===== src/rtl/maxpool_ctrl.sv =====
// Sequencer for the 2x2/stride-2 maxpool unit: walks an INT8 plane in raster order, fetches each
// window through a 1-cycle-latency read port, hands it to the pool unit and writes the result back.
module maxpool_ctrl #(
  parameter int ADDR_W = 16,
  parameter int DIM_W  = 10
) (
  input  logic                     clk,
  input  logic                     rst_n,
  input  logic                     start,
  input  logic        [DIM_W-1:0]  cfg_width,
  input  logic        [DIM_W-1:0]  cfg_height,
  input  logic        [ADDR_W-1:0] cfg_in_base,
  input  logic        [ADDR_W-1:0] cfg_out_base,
  output logic                     rd_en,
  output logic        [ADDR_W-1:0] rd_addr,
  input  logic signed [7:0]        rd_data,
  output logic                     mp_valid,
  output logic signed [7:0]        mp_a,
  output logic signed [7:0]        mp_b,
  output logic signed [7:0]        mp_c,
  output logic signed [7:0]        mp_d,
  input  logic signed [7:0]        mp_max,
  input  logic                     mp_done,
  output logic                     wr_en,
  output logic        [ADDR_W-1:0] wr_addr,
  output logic signed [7:0]        wr_data,
  output logic                     busy,
  output logic                     done
);

  typedef enum logic [3:0] {IDLE, RD0, RD1, RD2, RD3, CAP, POOL, WR, DONE} state_t;

  state_t              state, state_nx;
  logic [DIM_W-1:0]    ox, oy;
  logic [DIM_W-1:0]    ow_q, oh_q;
  logic [ADDR_W-1:0]   w_q;
  logic [ADDR_W-1:0]   row_base;
  logic [ADDR_W-1:0]   out_addr;
  logic [ADDR_W-1:0]   col_off;
  logic                accept, last_col, last_win, wr_fire;

  assign accept   = (state == IDLE) && start;
  assign last_col = (ox == ow_q - DIM_W'(1));
  assign last_win = last_col && (oy == oh_q - DIM_W'(1));
  assign wr_fire  = (state == WR) && mp_done;
  assign col_off  = ADDR_W'({ox, 1'b0});

  always_ff @(posedge clk or negedge rst_n) begin
    if (!rst_n) state <= IDLE;
    else        state <= state_nx;
  end

  always_comb begin
    state_nx = state;
    case (state)
      IDLE: if (start) begin
        // A plane narrower or shorter than 2 has no complete window
        if (cfg_width[DIM_W-1:1] == '0 || cfg_height[DIM_W-1:1] == '0) state_nx = DONE;
        else                                                           state_nx = RD0;
      end
      RD0:  state_nx = RD1;
      RD1:  state_nx = RD2;
      RD2:  state_nx = RD3;
      RD3:  state_nx = CAP;
      CAP:  state_nx = POOL;
      POOL: state_nx = WR;
      WR:   if (mp_done) state_nx = last_win ? DONE : RD0;
      DONE: state_nx = IDLE;
      default: state_nx = IDLE;
    endcase
  end

  // Window counters and captured pixels (visible on mp_a..mp_d, so they reset)
  always_ff @(posedge clk or negedge rst_n) begin
    if (!rst_n) begin
      ox   <= '0;
      oy   <= '0;
      mp_a <= '0;
      mp_b <= '0;
      mp_c <= '0;
      mp_d <= '0;
    end else begin
      if (accept) begin
        ox <= '0;
        oy <= '0;
      end else if (wr_fire && !last_win) begin
        if (last_col) begin
          ox <= '0;
          oy <= oy + DIM_W'(1);
        end else begin
          ox <= ox + DIM_W'(1);
        end
      end
      if (state == RD1) mp_a <= rd_data;
      if (state == RD2) mp_b <= rd_data;
      if (state == RD3) mp_c <= rd_data;
      if (state == CAP) mp_d <= rd_data;
    end
  end

  // Latched config and address accumulators; row_base steps two input rows per output row
  always_ff @(posedge clk) begin
    if (accept) begin
      w_q      <= ADDR_W'(cfg_width);
      ow_q     <= cfg_width >> 1;
      oh_q     <= cfg_height >> 1;
      row_base <= cfg_in_base;
      out_addr <= cfg_out_base;
    end else if (wr_fire) begin
      out_addr <= out_addr + ADDR_W'(1);
      if (last_col) row_base <= row_base + (w_q << 1);
    end
  end

  always_comb begin
    rd_en    = 1'b0;
    rd_addr  = '0;
    mp_valid = 1'b0;
    wr_en    = 1'b0;
    wr_addr  = '0;
    wr_data  = '0;
    done     = 1'b0;
    case (state)
      RD0:  begin rd_en = 1'b1; rd_addr = row_base + col_off; end
      RD1:  begin rd_en = 1'b1; rd_addr = row_base + col_off + ADDR_W'(1); end
      RD2:  begin rd_en = 1'b1; rd_addr = row_base + w_q + col_off; end
      RD3:  begin rd_en = 1'b1; rd_addr = row_base + w_q + col_off + ADDR_W'(1); end
      POOL: mp_valid = 1'b1;
      WR:   if (mp_done) begin
        wr_en   = 1'b1;
        wr_addr = out_addr;
        wr_data = mp_max;
      end
      DONE: done = 1'b1;
      default: ;
    endcase
  end

  assign busy = (state != IDLE) && (state != DONE);

endmodule

===== config.mk =====
export PLATFORM = sky130hd
export DESIGN_NAME = maxpool_ctrl
export DESIGN_NICKNAME = d
export VERILOG_FILES = /design/src/rtl/maxpool_ctrl.sv
export SDC_FILE = /design/constraint.sdc
export NUM_CORES = 1
export LEC_CHECK = 0
export ABC_AREA = 1
export CAP_MARGIN = 20
export CORE_ASPECT_RATIO = 0.7
export CORE_MARGIN = 4
export CORE_UTILIZATION = 55
export CTS_CLUSTER_SIZE = 28
export DETAILED_ROUTE_END_ITERATION = 10
export PLACE_DENSITY = 0.83
export SYNTH_ARGS = -nofsm -noshare
export SYNTH_HDL_FRONTEND = slang
export SYNTH_SLANG_ARGS = --single-unit

===== constraint.sdc =====
create_clock -name clk -period 4.7 [get_ports clk]
set_input_delay 1.41 -clock clk [delete_from_list [all_inputs] [get_ports clk]]
set_output_delay 1.41 -clock clk [all_outputs]
set_load 0.005 [all_outputs]

; Yosys cells after proc, flatten, opt, wreduce, memory -nomap -nowiden
; Cells that the tools add are included.
[word_totals]
ff_bits = 116
in_bits = 72
elab_cells = 80
[classes]
addsub = 11
eq_ne = 13
muxes = 26
reduce_logical = 18
[ops]
columns = operator, count
row1 = 2-to-1 mux 16 bit, 7
row2 = case mux 16 bit (4 select lines), 1
row3 = 2-to-1 mux 10 bit, 6
row4 = "adder 16 x 1 -> 16 bit, second input constant", 3
row5 = adder 16 x 11 -> 16 bit, 3
row6 = case mux 4 bit (8 select lines), 1
row7 = "adder 10 x 1 -> 10 bit, second input constant", 2
row8 = equality test 10 bit, 2
row9 = "subtractor 9 x 1 -> 10 bit, second input constant", 2
row10 = zero test 9 bit, 2
row11 = adder 16 x 10 -> 16 bit, 1
row12 = "equality test 4 x 3 -> 1 bit, second input constant", 4
row13 = 2-to-1 mux 4 bit, 4
row14 = 2-to-1 mux 8 bit, 2
row15 = "equality test 4 x 2 -> 1 bit, second input constant", 2
row16 = AND reduction 2 bit, 3
row17 = nonzero test 2 bit, 3
row18 = logical AND 1 bit, 5
row19 = 2-to-1 mux 1 bit, 5
row20 = "equality test 4 x 1 -> 1 bit, second input constant", 1
row21 = "equality test 4 bit, second input constant", 1
row22 = zero test 4 bit, 1
row23 = "inequality test 2 bit, second input constant", 2
row24 = "inequality test 4 bit, second input constant", 1
row25 = 4 further kinds, 4

; Depth between registers and ports, before layout
; Gate-level depths: netlist of run 1.
[depth]
word_depth = 7
ltp_mapped = 19
mapped_depth_nobuf = 19

; Least setup slack after synthesis of run 1
; OpenSTA, ideal clock, no wires.
[synth_path]
kind = register to output
startpoint = register ox[0]
endpoint = output rd_addr[14]
arrival_ps = 2774
required_ps = 3290
path_slack_ps = 516
stages_incl_launch_ff = 18
cell_sequence = dfrtp_1 fa_1 ha_1 fa_1 nand3_1 nand2_1 nand2_1 nand2_1 nand2_1 nand3_1 nand2_1 nand2_1 nor2_4 nand3_2 nor2_1 nor2_1 nand2_1 nand2_1
[synth_via]
elab_chain_len = 3
word_cells_on_any_way = 5
cone_classes = add/sub: 4 / mux: 1
[synth_rtl]
columns = item, line_no
row1 = "start, declared", 34  ; logic [DIM_W-1:0] ox, oy;
row2 = "start signal, assigned", 91  ; ox <= ox + DIM_W'(1);
row3 = "adder 16 x 11 -> 16 bit, on equally long branches", n/a
row4 = "adder 16 x 1 -> 16 bit, on equally long branches", "127, 125"
row5 = case mux 16 bit (4 select lines) *, 123  ; case (state)
row6 = "end, declared", 15  ; output logic [ADDR_W-1:0] rd_addr,
; Every way passes the cells marked *; elsewhere a longest branch is shown, timed or not.

; Worst setup path in the final report of run 1
[layout_path]
startpoint = register ox[0]
endpoint = output rd_addr[10]
; The elaborated chain is that of the path after synthesis.

==> results.py, run 1 <==
metrics = {
    "clock_tree": {
        "cts_buffers": 9,
        "clkSinkCount": 107,
        "cts_root_buf": "clkbuf_16",
        "clk_path_buf_depth": 2,
        "cts_tree": "done",
        "clk_pin_slew_ps": 90,
        "cts_hold_buf": 0,
        "insertion_delay_ps": 370,
        "h-tree-depth": 3,
    },
    "setup_path": {
        "endpoint_kind": "primary output",
        "regToRegSetupSlack_ps": 1470,
        "critPathMaxFanout": 3,
        "crit_required_ps": 3290,
        "cpPeakStageDelay_ps": 550,
        "arrival_ps": 3390,
        "cp_cell_sequence": "fa_1 > ha_2 > fa_2 > nand3_2 > nand2_4 > nand2_4 > nor2_4 > nand2_2 > nor2_2 > nand2_2 > nor2_4 > buf_4 > buf_6 > inv_2 > o21ai_2 > nand3_1 > nand3_1 > buf_2",
        "startpoint_type": "flop",
        "critical_path_class": "reg2out",
        "slowest_stage": "fa_2",
    },
    "floorplan": {
        "rows": 38,
        "dieArea_um2": 18320,
        "core_um2": 15690,
        "die_width_um": 160.1,
        "die_y_um": 114.5,
        "initial_core_util": 0.5675,
        "ios": 149,
    },
    "logic_synthesis": {
        "synthCells": 1289,
        "synth_edf_count": 51,
        "yosys.area_share.adder": 0.08178,
        "syn_nets": 1412,
        "synth_compound_area_frac": 0.07545,
        "synth_top_family_by_area": "simple AND/OR/NAND/NOR gates",
        "synth_common_cells": "409 x nand2_1, 170 x inv_1, 131 x nand3_1",
        "yosysSeqAreaShare": 0.3294,
        "yosysMostFrequentCell": "nand2_1",
        "synth_top_area_cell": "nand2_1",
        "synth.top_cells.by_area": "nand2_1 17%, edfxtp_1 17%, dfrtp_1 16%",
        "avgSynthCellArea_um2": 6.908,
        "yosysWarnings": 0,
        "synth.area.mux_share": 0,
        "synth_cell_types": 47,
        "syn-cell-area_um2": 8905,
        "ys_async_sr_fraction": 0.5234,
        "synth.ff_latch_count": 107,
        "synth_xor_area_frac": 0.05606,
        "synth_top_area_frac": 0.1724,
        "ys.flop_type": "dfrtp_1",
        "synthSimpleGateAreaFrac": 0.3688,
    },
    "finish": {
        "antenna_cells": 0,
        "area_delta_synth_final_pct": 28.41,
        "drive_gt1_frac": 0.1083,
        "finalNonFillerCells": 1687,
        "final_nets": 1605,
        "seq_area_um2": 2933,
        "nFillCells": 1211,
        "stdcell_area_um2": 11430,
        "multiInputGateArea_um2": 5361,
    },
    "run_status": {
        "violations": "negative setup slack",
        "status": "finished, violations left",
    },
    "sta": {
        "timing.fmax_mhz": 208.3,
        "fin_crit_ps": 4800,
        "fin_crit_sh": 1.021,
        "whs_ps": 491.2,
        "setup_viol": 5,
        "setup_ws_ps": -100.0,
        "hold_viol_final": 0,
        "relSlewSlack": 0.3618,
        "finalMaxSlewViolations": 0,
        "setup_tns_ps": -322.9,
        "tightest_slew_ps": 957.3,
        "rsz0062_at_grt": "yes",
        "skew_ps": 9.014,
    },
    "power": {
        "pwr_density_cell_nw_per_um2": 495.2,
        "ir_drop_mv": 0.3324,
        "p_leak_nw": 5.551,
    },
    "placed_design": {
        "placed_area_um2": 10860,
        "dp_hpwl_mm": 19.80,
        "port_buffers": 147,
        "place_congestion": 0.9312,
        "placed_cells_incl_taps": 1658,
        "dp_slack_ps": -115.1,
    },
    "route": {
        "dr_total_vias": 9277,
        "wirelength_mm": 26.11,
        "drt_iter0_drc": 992,
        "ant_nets": 0,
        "wl_per_cell_um": 15.48,
        "post_drt_via_cell_ratio": 5.499,
        "drc_errors": 0,
        "drt_pre_antenna_iters": 5,
    },
    "global_route": {
        "grtUsageTotal": 0.2866,
        "antenna_found_initial": 0,
        "grt_pass1_vias": 9138,
        "grt_max_degree": 40,
        "gr-total-overflow": 0,
        "grt_pass1_wl_mm": 43.28,
    },
    "hold_path": {
        "hp-class": "reg2reg",
    },
    "job": {
        "maxCapViolations": 0,
    },
}
## path summary, 6_finish.rpt
kind,start,endpoint,cells past startpoint
worst max-delay path,ox[0],rd_addr[10],18
worst min-delay path,mp_a[2],mp_a[2],2
worst max register to register,w_q[1],oy[1],15
worst min register to register,mp_a[2],mp_a[2],2
max in group asynchronous,rst_n,mp_b[6],2
min in group asynchronous,rst_n,oy[5],1
## what timing repair did
action | CTS | global route
gates cloned | 0 | 0
pin swaps | 21 | 13
endpoints found under the setup margin | 11 | 12
gates resized for setup | 63 | 27
buffers inserted | 10 | 3
## cells by family (layout without fill, tap and decap cells)
logic type                 count (synthesis)  count (layout)
AOI/OAI and AO/OA                        123             123
xor gates and xnor gates                  57              57
adders and majority gates                 51              51
buffers and inverters                    202             400
DFF                                      107             107
and+or+nand+nor                          749             749
## critical path, delay by kind of cell (launching register included)
kind                     cells  cell delay, ps
adder cells (fa/ha/maj)      3            1240
AO/OA/AOI/OAI                1              90
flip-flops                   1             410
AND/OR/NAND/NOR             10             940
buffers and inverters        4             360
## metal layers
metal / share of wire / up-vias / track usage
met5: 0 / - / 0
met4: 0.018 / 0 / 0.06705
met3: 0.089 / 49 / 0.07845
met2: 0.45 / 414 / 0.4745
met1: 0.44 / 4294 / 0.3797
li1: - / 4520 / -
## layout by cell type, fill, tap and decap left out, drive strengths merged, types with 31 or more instances in the layout
cell,netlist,routed
a21oi,31,31
buf,10,72
clkdlybuf4s50,0,133
dfrtp,56,56
edfxtp,51,51
ha,39,39
inv,174,179
nand2,422,422
nand3,135,135
nor2,131,131
o21ai,76,76
xor2,48,48
## through the flow
step / util / total power [mW]
after CTS: 0.7212 / 5.547
after detailed placement: 0.6920 / 4.644
after global placement: 0.6920 / 4.559
after floorplan: - / 3.343
after global routing: 0.7288 / 6.102
final: 0.7288 / 5.662
## state kept, by name, summed over array words and instances, names as in the netlist
register  flops
out_addr     16
row_base     16
state         4
w_q          10
mp_d          8
mp_b          8
oy           10
oh_q          9
ox           10
mp_c          8
mp_a          8
## layout make-up
class                   instances  share of cell area
flip-flops and latches        107              0.2565
well taps                     200             0.02188
clock inverters                 7            0.009082
repair buffers                209              0.1665
clock buffers                   9             0.01970
inverters                     175             0.05745
multi-input cells             980              0.4689
## power by group
group          internal [mW]  switching (mW)  total [mW]
clock network          0.399           0.437       0.836
logic                   1.44            1.89        3.32
registers               1.29           0.209        1.50
Power figures use the tool's default switching activity.
==> run 2: changes to the inputs <==
- CORE_UTILIZATION: 55 -> 56
- CTS_BUF_LIST: not set -> sky130_fd_sc_hd__clkbuf_2
- PLACE_DENSITY: 0.83 -> 0.84
==> results.py, run 2 (same netlist as run 1, synthesis figures left out) <==
metrics = {
    "floorplan": {
        "initial_core_util": 0.5728,
        "die_y_um": 113.5,
        "core_um2": 15550,
        "dieArea_um2": 18020,
        "ios": 149,
        "die_width_um": 158.7,
        "rows": 38,
    },
    "finish": {
        "final_cell_mix": "396 x nand2_1, 167 x inv_1, 132 x clkdlybuf4s50_1",
        "nFillCells": 1265,
        "fin_util": 0.7239,
        "finalNonFillerCells": 1688,
        "final_nets": 1606,
        "antenna_cells": 0,
        "stdcell_area_um2": 11250,
        "drive_gt1_frac": 0.1089,
        "layout_commonest_cell": "nand2_1",
        "area_delta_synth_final_pct": 26.39,
        "largestRegisters": "out_addr: 16 flops, row_base: 16 flops",
    },
    "job": {
        "maxCapViolations": 0,
    },
    "sta": {
        "setup_viol": 12,
        "rsz0062_at_grt": "yes",
        "hold_viol_final": 0,
        "fin_crit_ps": 5196,
        "relSlewSlack": 0.4320,
        "finalMaxSlewViolations": 0,
        "timing.fmax_mhz": 192.5,
        "tightest_slew_ps": 852.0,
        "fin_crit_sh": 1.106,
        "setup_ws_ps": -495.9,
        "skew_ps": 65.66,
    },
    "power": {
        "p_leak_nw": 5.466,
        "ir_drop_mv": 0.3478,
        "pwr_density_cell_nw_per_um2": 475.7,
    },
    "setup_path": {
        "startpoint_type": "flop",
        "cp_cell_sequence": "fa_1 > ha_2 > fa_2 > nand3_2 > nand2_2 > nand2_2 > nand2_1 > nand2_1 > nand3_2 > nand2_2 > buf_4 > buf_4 > nand3_4 > nor2_4 > buf_6 > nand2_2 > nand2_2 > nand3_2 > nand2_1 > buf_2",
        "endpoint_kind": "primary output",
        "crit_buf_inv": 4,
        "crit_family": "simple AND/OR/NAND/NOR gates",
        "path_common_cell": "nand2_2",
        "critical_path_class": "reg2out",
        "slowest_stage": "dfrtp_1",
        "cpPeakStageDelay_ps": 500,
        "critPathMaxFanout": 4,
        "arrival_ps": 3790,
        "crit_required_ps": 3290,
    },
    "clock_tree": {
        "clk_path_buf_depth": 2,
        "cts_tree": "done",
        "clkSinkCount": 107,
        "insertion_delay_ps": 690,
        "clk_pin_slew_ps": 410,
        "cts_buffers": 9,
        "h-tree-depth": 3,
        "cts_root_buf": "clkbuf_2",
    },
    "route": {
        "wirelength_mm": 25.43,
        "ant_nets": 0,
        "wl_per_cell_um": 15.06,
        "drt_pre_antenna_iters": 6,
        "post_drt_via_cell_ratio": 5.447,
        "drt_iter0_drc": 962,
        "drc_errors": 0,
        "dr_total_vias": 9194,
    },
    "placed_design": {
        "port_buffers": 147,
        "placed_cells_incl_taps": 1656,
        "place_congestion": 0.9634,
        "placed_area_um2": 10840,
        "dp_hpwl_mm": 19.68,
        "dp_slack_ps": -225.9,
    },
    "global_route": {
        "grtUsageTotal": 0.2795,
        "grt_pass1_wl_mm": 41.63,
        "antenna_found_initial": 0,
        "grt_max_degree": 61,
        "grt_pass1_vias": 8702,
        "gr-total-overflow": 0,
    },
    "run_status": {
        "status": "finished, violations left",
        "violations": "negative setup slack",
    },
    "hold_path": {
        "hp-class": "reg2reg",
    },
}
## run 2: metrics by stage
stage	hold slack, ps	power [mW]	setup TNS, ps
after floorplan	476.3	3.343	0
final	535.1	5.354	-4607
after detailed placement	471.8	4.650	-1206
after CTS	533.4	5.220	-5619
after global placement	465.2	4.547	-411.9
after global routing	550.0	5.790	-6859
## run 2: worst reg2reg max path, cell delays in order (launching register included)
cell      delay (ps)
edfxtp_1         540
buf_4            170
buf_4            130
inv_1            170
ha_1             220
nand3_1          160
nor2_1           220
nand3_1          150
xnor2_1          320
nand4_1          260
o21ai_2          500
buf_4            370
## run 2: report_power, final
group	switching [mW]	leakage [nW]	total, mW	internal, mW
clock network	0.397	0.0864	0.509	0.112
logic	1.90	4.20	3.35	1.44
registers	0.207	1.18	1.50	1.29
total	2.51	5.47	5.35	2.85
## run 2: final timing paths
check                           cells past startpoint  startpoint      endpoint  slack, ps
worst max-delay path                               20       ox[0]   rd_addr[15]       -500
worst min-delay path                                2     mp_c[3]       mp_c[3]        540
worst max register to register                     11      w_q[1]  row_base[10]       1220
worst min register to register                      2     mp_c[3]       mp_c[3]        540
max in group asynchronous                           2       rst_n       mp_c[6]       3140
min in group asynchronous                           1       rst_n         oy[3]        740
## run 2: area by class of cell
type | instances | area [um2] | area share
Clock buffer | 9 | 45.04 | 0.004002
Clock inverter | 7 | 102.6 | 0.009116
Timing Repair Buffer | 210 | 1893 | 0.1682
Multi-Input combinational cell | 980 | 5374 | 0.4775
Tap cell | 200 | 250.2 | 0.02223
Sequential cell | 107 | 2933 | 0.2606
Inverter | 175 | 656.9 | 0.05837
## run 2: what timing repair did
item	in CTS	in global routing
gates resized for setup	63	30
setup buffers	9	7
hold buffers	0	0
pin swaps	27	29
setup endpoints to repair	14	14
## run 2: per-layer routing
layer | routed length [um] | GRT usage
met1 | 11070 | 0.3756
met2 | 11620 | 0.4520
met3 | 2243 | 0.07042
met4 | 494 | 0.08728
met5 | 0 | 0
